**config.mk**
```make
export PLATFORM = sky130hd
export DESIGN_NAME = prga_fifo_wr_skid_flat
export DESIGN_NICKNAME = d
export VERILOG_FILES = /design/src/rtl/prga_fifo_wr_skid_if.sv /design/src/rtl/prga_fifo_wr_skid.sv /design/src/flat_wrapper.sv
export SDC_FILE = /design/constraint.sdc
export NUM_CORES = 1
export LEC_CHECK = 0
export CELL_PAD_IN_SITES_DETAIL_PLACEMENT = 1
export CELL_PAD_IN_SITES_GLOBAL_PLACEMENT = 2
export CORE_UTILIZATION = 28
export DETAILED_ROUTE_END_ITERATION = 8
export GPL_TIMING_DRIVEN = 0
export PLACE_DENSITY_LB_ADDON = 0.1
export SLEW_MARGIN = 20
export SYNTH_ARGS = -nofsm -noshare
export SYNTH_HDL_FRONTEND = slang
export SYNTH_SLANG_ARGS = --single-unit
```
**constraint.sdc**
```tcl
create_clock -name clk -period 1.1 [get_ports clk]
set_input_delay 0.22 -clock clk [delete_from_list [all_inputs] [get_ports clk]]
set_output_delay 0.22 -clock clk [all_outputs]
set_load 0.02 [all_outputs]
```
**src/rtl/prga_fifo_wr_skid_if.sv**
```systemverilog
// Producer handshake plus FIFO write port seen by prga_fifo_wr_skid.
// slave is the adapter's view; master is the view of whoever surrounds it.
interface prga_fifo_wr_skid_if #(
  parameter int DATA_WIDTH = 8
);
  logic                  up_valid;
  logic                  up_ready;
  logic [DATA_WIDTH-1:0] up_data;
  logic                  full;
  logic                  wr;
  logic [DATA_WIDTH-1:0] din;
  logic [1:0]            level;

  modport slave (
    input  up_valid, up_data, full,
    output up_ready, wr, din, level
  );

  modport master (
    output up_valid, up_data, full,
    input  up_ready, wr, din, level
  );
endinterface

```
**src/rtl/prga_fifo_wr_skid.sv**
```systemverilog
// Two-entry write-side skid buffer in front of prga_fifo: every output is a flop,
// so FIFO full never reaches up_ready combinationally, yet one write per cycle is sustained.
//
// Handshake: a producer word transfers at a rising edge when up_valid && up_ready;
// a FIFO write happens at a rising edge when wr && !full. up_data is ignored otherwise.
module prga_fifo_wr_skid #(
  parameter int DATA_WIDTH = 8
) (
  input  logic                    clk,
  input  logic                    rst_n,
  prga_fifo_wr_skid_if.slave      bus
);

  // Occupancy state; its encoding is exactly the level count.
  typedef enum logic [1:0] {
    ST_EMPTY = 2'd0,
    ST_ONE   = 2'd1,
    ST_TWO   = 2'd2
  } state_e;

  state_e                state_q, state_d;
  logic                  wr_q, wr_d;
  logic                  skid_v_q, skid_v_d;
  logic                  ready_q, ready_d;
  logic [DATA_WIDTH-1:0] din_q, din_d;
  logic [DATA_WIDTH-1:0] skid_q, skid_d;

  logic out_fire;
  logic up_fire;
  logic out_free;

  assign out_fire = wr_q && !bus.full;
  assign up_fire  = bus.up_valid && ready_q;
  assign out_free = !wr_q || out_fire;

  always_comb begin
    wr_d     = wr_q;
    skid_v_d = skid_v_q;
    din_d    = din_q;
    skid_d   = skid_q;
    state_d  = state_q;

    if (out_free && skid_v_q) begin
      // up_ready is low whenever skid is occupied, so no upstream word competes here.
      wr_d     = 1'b1;
      din_d    = skid_q;
      skid_v_d = 1'b0;
    end else if (out_free && up_fire) begin
      wr_d  = 1'b1;
      din_d = bus.up_data;
    end else if (out_free) begin
      wr_d = 1'b0;
    end else if (up_fire) begin
      skid_v_d = 1'b1;
      skid_d   = bus.up_data;
    end

    unique case ({wr_d, skid_v_d})
      2'b00:   state_d = ST_EMPTY;
      2'b10:   state_d = ST_ONE;
      2'b11:   state_d = ST_TWO;
      default: state_d = ST_ONE;
    endcase

    ready_d = !skid_v_d;
  end

  always_ff @(posedge clk) begin
    if (!rst_n) begin
      state_q  <= ST_EMPTY;
      wr_q     <= 1'b0;
      skid_v_q <= 1'b0;
      ready_q  <= 1'b1;
      din_q    <= '0;
      skid_q   <= '0;
    end else begin
      state_q  <= state_d;
      wr_q     <= wr_d;
      skid_v_q <= skid_v_d;
      ready_q  <= ready_d;
      din_q    <= din_d;
      skid_q   <= skid_d;
    end
  end

  assign bus.up_ready = ready_q;
  assign bus.wr       = wr_q;
  assign bus.din      = din_q;
  assign bus.level    = state_q;

endmodule

```
**src/flat_wrapper.sv**
```systemverilog
// flat-port wrapper written by rule: the top's interface ports become plain ports
module prga_fifo_wr_skid_flat 
#(
  parameter int DATA_WIDTH = 8
)
  (clk, rst_n, bus_up_valid, bus_up_data, bus_full, bus_up_ready, bus_wr, bus_din, bus_level);
  prga_fifo_wr_skid_if #(.DATA_WIDTH(DATA_WIDTH)) bus_i ();
  input  logic clk;
  input  logic rst_n;
  input wire logic [$bits(bus_i.up_valid)-1:0] bus_up_valid;
  input wire logic [$bits(bus_i.up_data)-1:0] bus_up_data;
  input wire logic [$bits(bus_i.full)-1:0] bus_full;
  output wire logic [$bits(bus_i.up_ready)-1:0] bus_up_ready;
  output wire logic [$bits(bus_i.wr)-1:0] bus_wr;
  output wire logic [$bits(bus_i.din)-1:0] bus_din;
  output wire logic [$bits(bus_i.level)-1:0] bus_level;
  assign bus_i.up_valid = bus_up_valid;
  assign bus_i.up_data = bus_up_data;
  assign bus_i.full = bus_full;
  assign bus_up_ready = bus_i.up_ready;
  assign bus_wr = bus_i.wr;
  assign bus_din = bus_i.din;
  assign bus_level = bus_i.level;
  prga_fifo_wr_skid #(.DATA_WIDTH(DATA_WIDTH)) u_core (.clk(clk), .rst_n(rst_n), .bus(bus_i));
endmodule
```
-- Word-level counts from Yosys, hierarchy flattened
Cells that the tools add are included.
- reduce and logical (&&, ||, !) cells: 11
- muxes and demuxes: 10
- bitwise gates (word level): 3
- eq/ne operators: 1
- operators by type and width (operator ; count):
    8-bit 2-to-1 mux ; 2
    1-bit 2-to-1 mux ; 7
    1-bit logical AND ; 4
    2-bit one-hot mux with 2 select lines ; 1
    4-bit AND reduction ; 1
    1-bit zero test ; 3
    1-bit inverter ; 3
    2-bit == test (second input constant) ; 1
    2-bit zero test ; 1
    2-bit nonzero test ; 1
    1-bit logical OR ; 1
- input port bits: 12
- flip-flop bits (word level): 21
- output and inout port bits: 12
- logic and storage cells: 31

-- Logic depth before layout (Yosys ltp)
Gate-level depths: netlist of run 1.
- word-level depth: 8
- gate-level depth with buffers: 5
- gate-level depth less buffers: 3

-- Worst setup path before layout of run 1
No wires, ideal clock.
- kind: reg-to-reg
- start point: register u_core.ready_q (netlist: u_core.bus.up_ready)
- end point: register u_core.skid_q[0]
- data required time: 0.983 ns
- library setup time: 0.117 ns
- path slack: 0.012 ns
- arrival: 0.971 ns
- path buffers: 0
- stages on the path, launching flop included: 4
- clock period less this slack: 1.088 ns
- cell sequence: dfxtp_1 > nand4_1 > nand2_1 > a21boi_1
- longest elaborated chain between the ends: 4
- ends and longest elaborated chain (what ; RTL line ; text):
    start: declaration ; prga_fifo_wr_skid.sv:24 ; logic ready_q, ready_d;
    start signal: assignment ; prga_fifo_wr_skid.sv:80 ; ready_q <= ready_d;
    1-bit logical AND (*) ; prga_fifo_wr_skid.sv:33 ; assign up_fire = bus.up_valid && ready_q;
    1-bit logical AND ; prga_fifo_wr_skid.sv:48 ; end else if (out_free && up_fire) begin
    1-bit inverter (no line) ; -- ;
    4-bit AND reduction (no line) (*) ; -- ;
    end signal: assignment ; prga_fifo_wr_skid.sv:82 ; skid_q <= skid_d;
    end: declaration ; prga_fifo_wr_skid.sv:26 ; logic [DATA_WIDTH-1:0] skid_q, skid_d;
Mark *: on every way between the ends. The rest lies on a longest branch, timed or not.
A chain may end at the register's enable or synchronous reset.

-- Worst setup path in the final report of run 1
- start point: register u_core.skid_v_q
- end point: register u_core.din_q[4] (netlist: u_core.bus.din[4])
- longest elaborated chain between the ends: 2
- elaborated cells between the ends (all ways): 3
- those cells by class: mux: 1; reduce/logical: 2
- ends and longest elaborated chain (what ; RTL line ; text):
    start: declaration ; prga_fifo_wr_skid.sv:23 ; logic skid_v_q, skid_v_d;
    start signal: assignment ; prga_fifo_wr_skid.sv:79 ; skid_v_q <= skid_v_d;
    1-bit logical AND (*) ; prga_fifo_wr_skid.sv:43 ; if (out_free && skid_v_q) begin
    8-bit 2-to-1 mux / 2-bit nonzero test (equally long branches) ; -- ;
    end signal: assignment ; prga_fifo_wr_skid.sv:81 ; din_q <= din_d;
    end: declaration ; prga_fifo_wr_skid.sv:25 ; logic [DATA_WIDTH-1:0] din_q, din_d;
Marked as above.

==> results of run 1 <==
[worst max-delay path: stages (launching register included)]
cell,delay [ns]
dfxtp_2,0.36
buf_6,0.14
a21oi_4,0.17
a21oi_4,0.09
o211a_1,0.23
[metal layers]
metal / global-route usage / wire length (um) / vias up
met1: 0.176 / 956 / 362
li1: - / - / 366
met2: 0.258 / 1050 / 17
met3: 0.0223 / 89 / 5
met4: 0.0714 / 43 / 0
met5: 0 / 0 / -
[synthesized netlist by cell type (all sizes together)]
cell type and number:
a21boi 9, nand4 1, inv 1, nand2 17, a21o 1, nor2 1, o21a 1, dfxtp 21
nand3 8, a21oi 2, and4 1, mux2i 8, o211a 8, nor3b 2, clkbuf 2, buf 4
[stage by stage]
stage / total power, W / util / std cells / instance area, sq um
floorplan: 0.000994 / - / 87 / 883
global placement: 0.00113 / 0.383 / 153 / 1160
detailed placement: 0.00113 / 0.383 / 153 / 1160
CTS: 0.00147 / 0.380 / 159 / 1150
global route: 0.00154 / 0.389 / 160 / 1180
finish: 0.00146 / 0.389 / 160 / 1180
[final timing paths]
kind,from,to,slack (ns),cells after the start
max,u_core.skid_v_q,u_core.bus.din[4],0.02,4
min,rst_n,u_core.bus.wr,0.31,2
max reg2reg,u_core.skid_v_q,u_core.bus.din[4],0.02,4
min reg2reg,u_core.skid_q[1],u_core.skid_q[1],0.46,2
[cell type report]
| class | count | area (sq um) | area share |
|---|---|---|---|
| Buffer | 6 | 48.8 | 0.0414 |
| Clock buffer | 4 | 26.3 | 0.0223 |
| Inverter | 1 | 3.75 | 0.00318 |
| Multi-Input combinational cell | 59 | 420 | 0.357 |
| Sequential cell | 21 | 429 | 0.364 |
| Tap cell | 44 | 55.1 | 0.0467 |
| Timing Repair Buffer | 25 | 195 | 0.166 |
[sequential cells by signal (all words and copies together) (netlist names)]
| signal | count |
|---|---|
| u_core.bus.up_ready | 1 |
| u_core.bus.wr | 1 |
| u_core.skid_q | 8 |
| u_core.bus.level | 2 |
| u_core.bus.din | 8 |
| u_core.skid_v_q | 1 |
[power by group through the flow]
stage | Clock (W) | Combinational (W) | Sequential, W
floorplan | 0 | 0.000112 | 0.000881
global placement | 0 | 0.000287 | 0.000842
detailed placement | 0 | 0.000289 | 0.000844
CTS | 0.000387 | 0.000263 | 0.000824
global route | 0.000412 | 0.000294 | 0.000831
finish | 0.000372 | 0.000268 | 0.000824
[timing repair]
item	4_1_cts	5_1_grt
buffers inserted	1	1
hold endpoints to repair	0	0
gates cloned	1	0
gates resized for setup	56	7
hold buffers	0	0
pin swaps	1	0
setup endpoints to repair	27	20
[logic make-up after synthesis]
group,Yosys count,synth area share
mux,8,0.0907
compound gates,21,0.221
simple gates,30,0.156
flops,21,0.476
buf+inv,7,0.0566
==> impl_metrics.ini, run 1 <==
[timing]
fin_crit_sh = 0.982
slew_viol_final = 0
timing.fmax_mhz = 925
skew_ns = 0.00175
finalSetupTns_ns = 0
relSlewSlack = 0.725
holdWs_ns = 0.309
hold_viol = 0
setup_slack_ns = 0.0193
min_period_ns = 1.08
rsz0062_at_grt = true
tightest_slew_ns = 0.412
final-setup-viol-count = 0

[pwr]
pwr-share-comb = 0.183
p_per_area_nw_per_um2 = 1240
pwr-share-clk = 0.254
ir_worst_vdd_mv = 0.579
p_seq_frac = 0.563
intPower_w = 0.00107
switchingPower_w = 0.000394
p_leak_nw = 0.523
switching_share = 0.269

[synth]
synth_top_area_share = 0.476
synth_warnings = 0
netlist_area_sq_um = 883
yosysSeqAreaShare = 0.476
synth_top_area_cell = dfxtp_1
synth_seq_cells = 21
syn-num-nets = 99
synthCells = 87
yosys-top-cells-area = dfxtp_1 48%, mux2i_1 9.1%, o211a_1 9.1%, nand2_1 7.2%, a21boi_1 6.8%
syn-mean-instance-area_sq_um = 10.2
ys_types = 18

[global_routing]
overflow = 0
grtUsageTotal = 0.148
grt_pass1_wl_um = 3660
grt_max_degree = 12
antenna_found_initial = 0
grt_pass1_vias = 775

[clocking]
cts_tree = done
cts_buffers = 3
clk_latency_ns = 0.30
clock-sinks = 21
clk_path_buf_depth = 2
clockRootBuffer = clkbuf_4
clk_pin_slew_ns = 0.11
htree_levels = 1

[die]
dieArea_sq_um = 3380
coreArea_sq_um = 3030
die_w_um = 58.2
num_rows = 20
io_pins = 24
die_y_um = 58.2
start_util = 0.292

[cells_and_area]
diodes = 0
syn_to_final_growth_pct = 33.4
fill_cells = 350
nets = 129
drive_above_1_share = 0.250
layout_commonest_cell = dfxtp_1
final_cell_mix = 18 x dfxtp_1, 17 x nand2_1, 9 x buf_2

[routing]
drt_iter0_drc = 17
drtAntennaViolNets = 0
drc = 0
dr.pass1.iters = 4
via_per_inst = 4.69
wl_per_cell_um = 13.4
wirelength_um = 2140
vias = 750

[run_status]
status = finished, final reports clean

[place]
place.gp.congestion = 0.690
pre_cts_slack_ns = -0.493
place.port_buffers = 22
dp_hpwl_um = 1460

[critical_path]
cp-start-kind = flip-flop
cp_max_fo = 9
path_class = reg -> reg
critical_path_arrival_ns = 1.29
required_ns = 1.31
crit_path_end_kind = flip-flop

[run]
maxCapViolations = 0

[worst_hold_path]
hold_path.class = in -> reg
No activity file was read; power rests on OpenSTA's default activity.
==> run 2: changes to the inputs <==
--- a/config.mk
+++ b/config.mk
@@ -8,6 +8,7 @@
 export CELL_PAD_IN_SITES_DETAIL_PLACEMENT = 1
 export CELL_PAD_IN_SITES_GLOBAL_PLACEMENT = 2
 export CORE_UTILIZATION = 28
+export CTS_CLUSTER_DIAMETER = 60
 export DETAILED_ROUTE_END_ITERATION = 8
 export GPL_TIMING_DRIVEN = 0
 export PLACE_DENSITY_LB_ADDON = 0.1
==> results of run 2 <==
The final DEF is identical to that of run 1; final timing and power are the same.
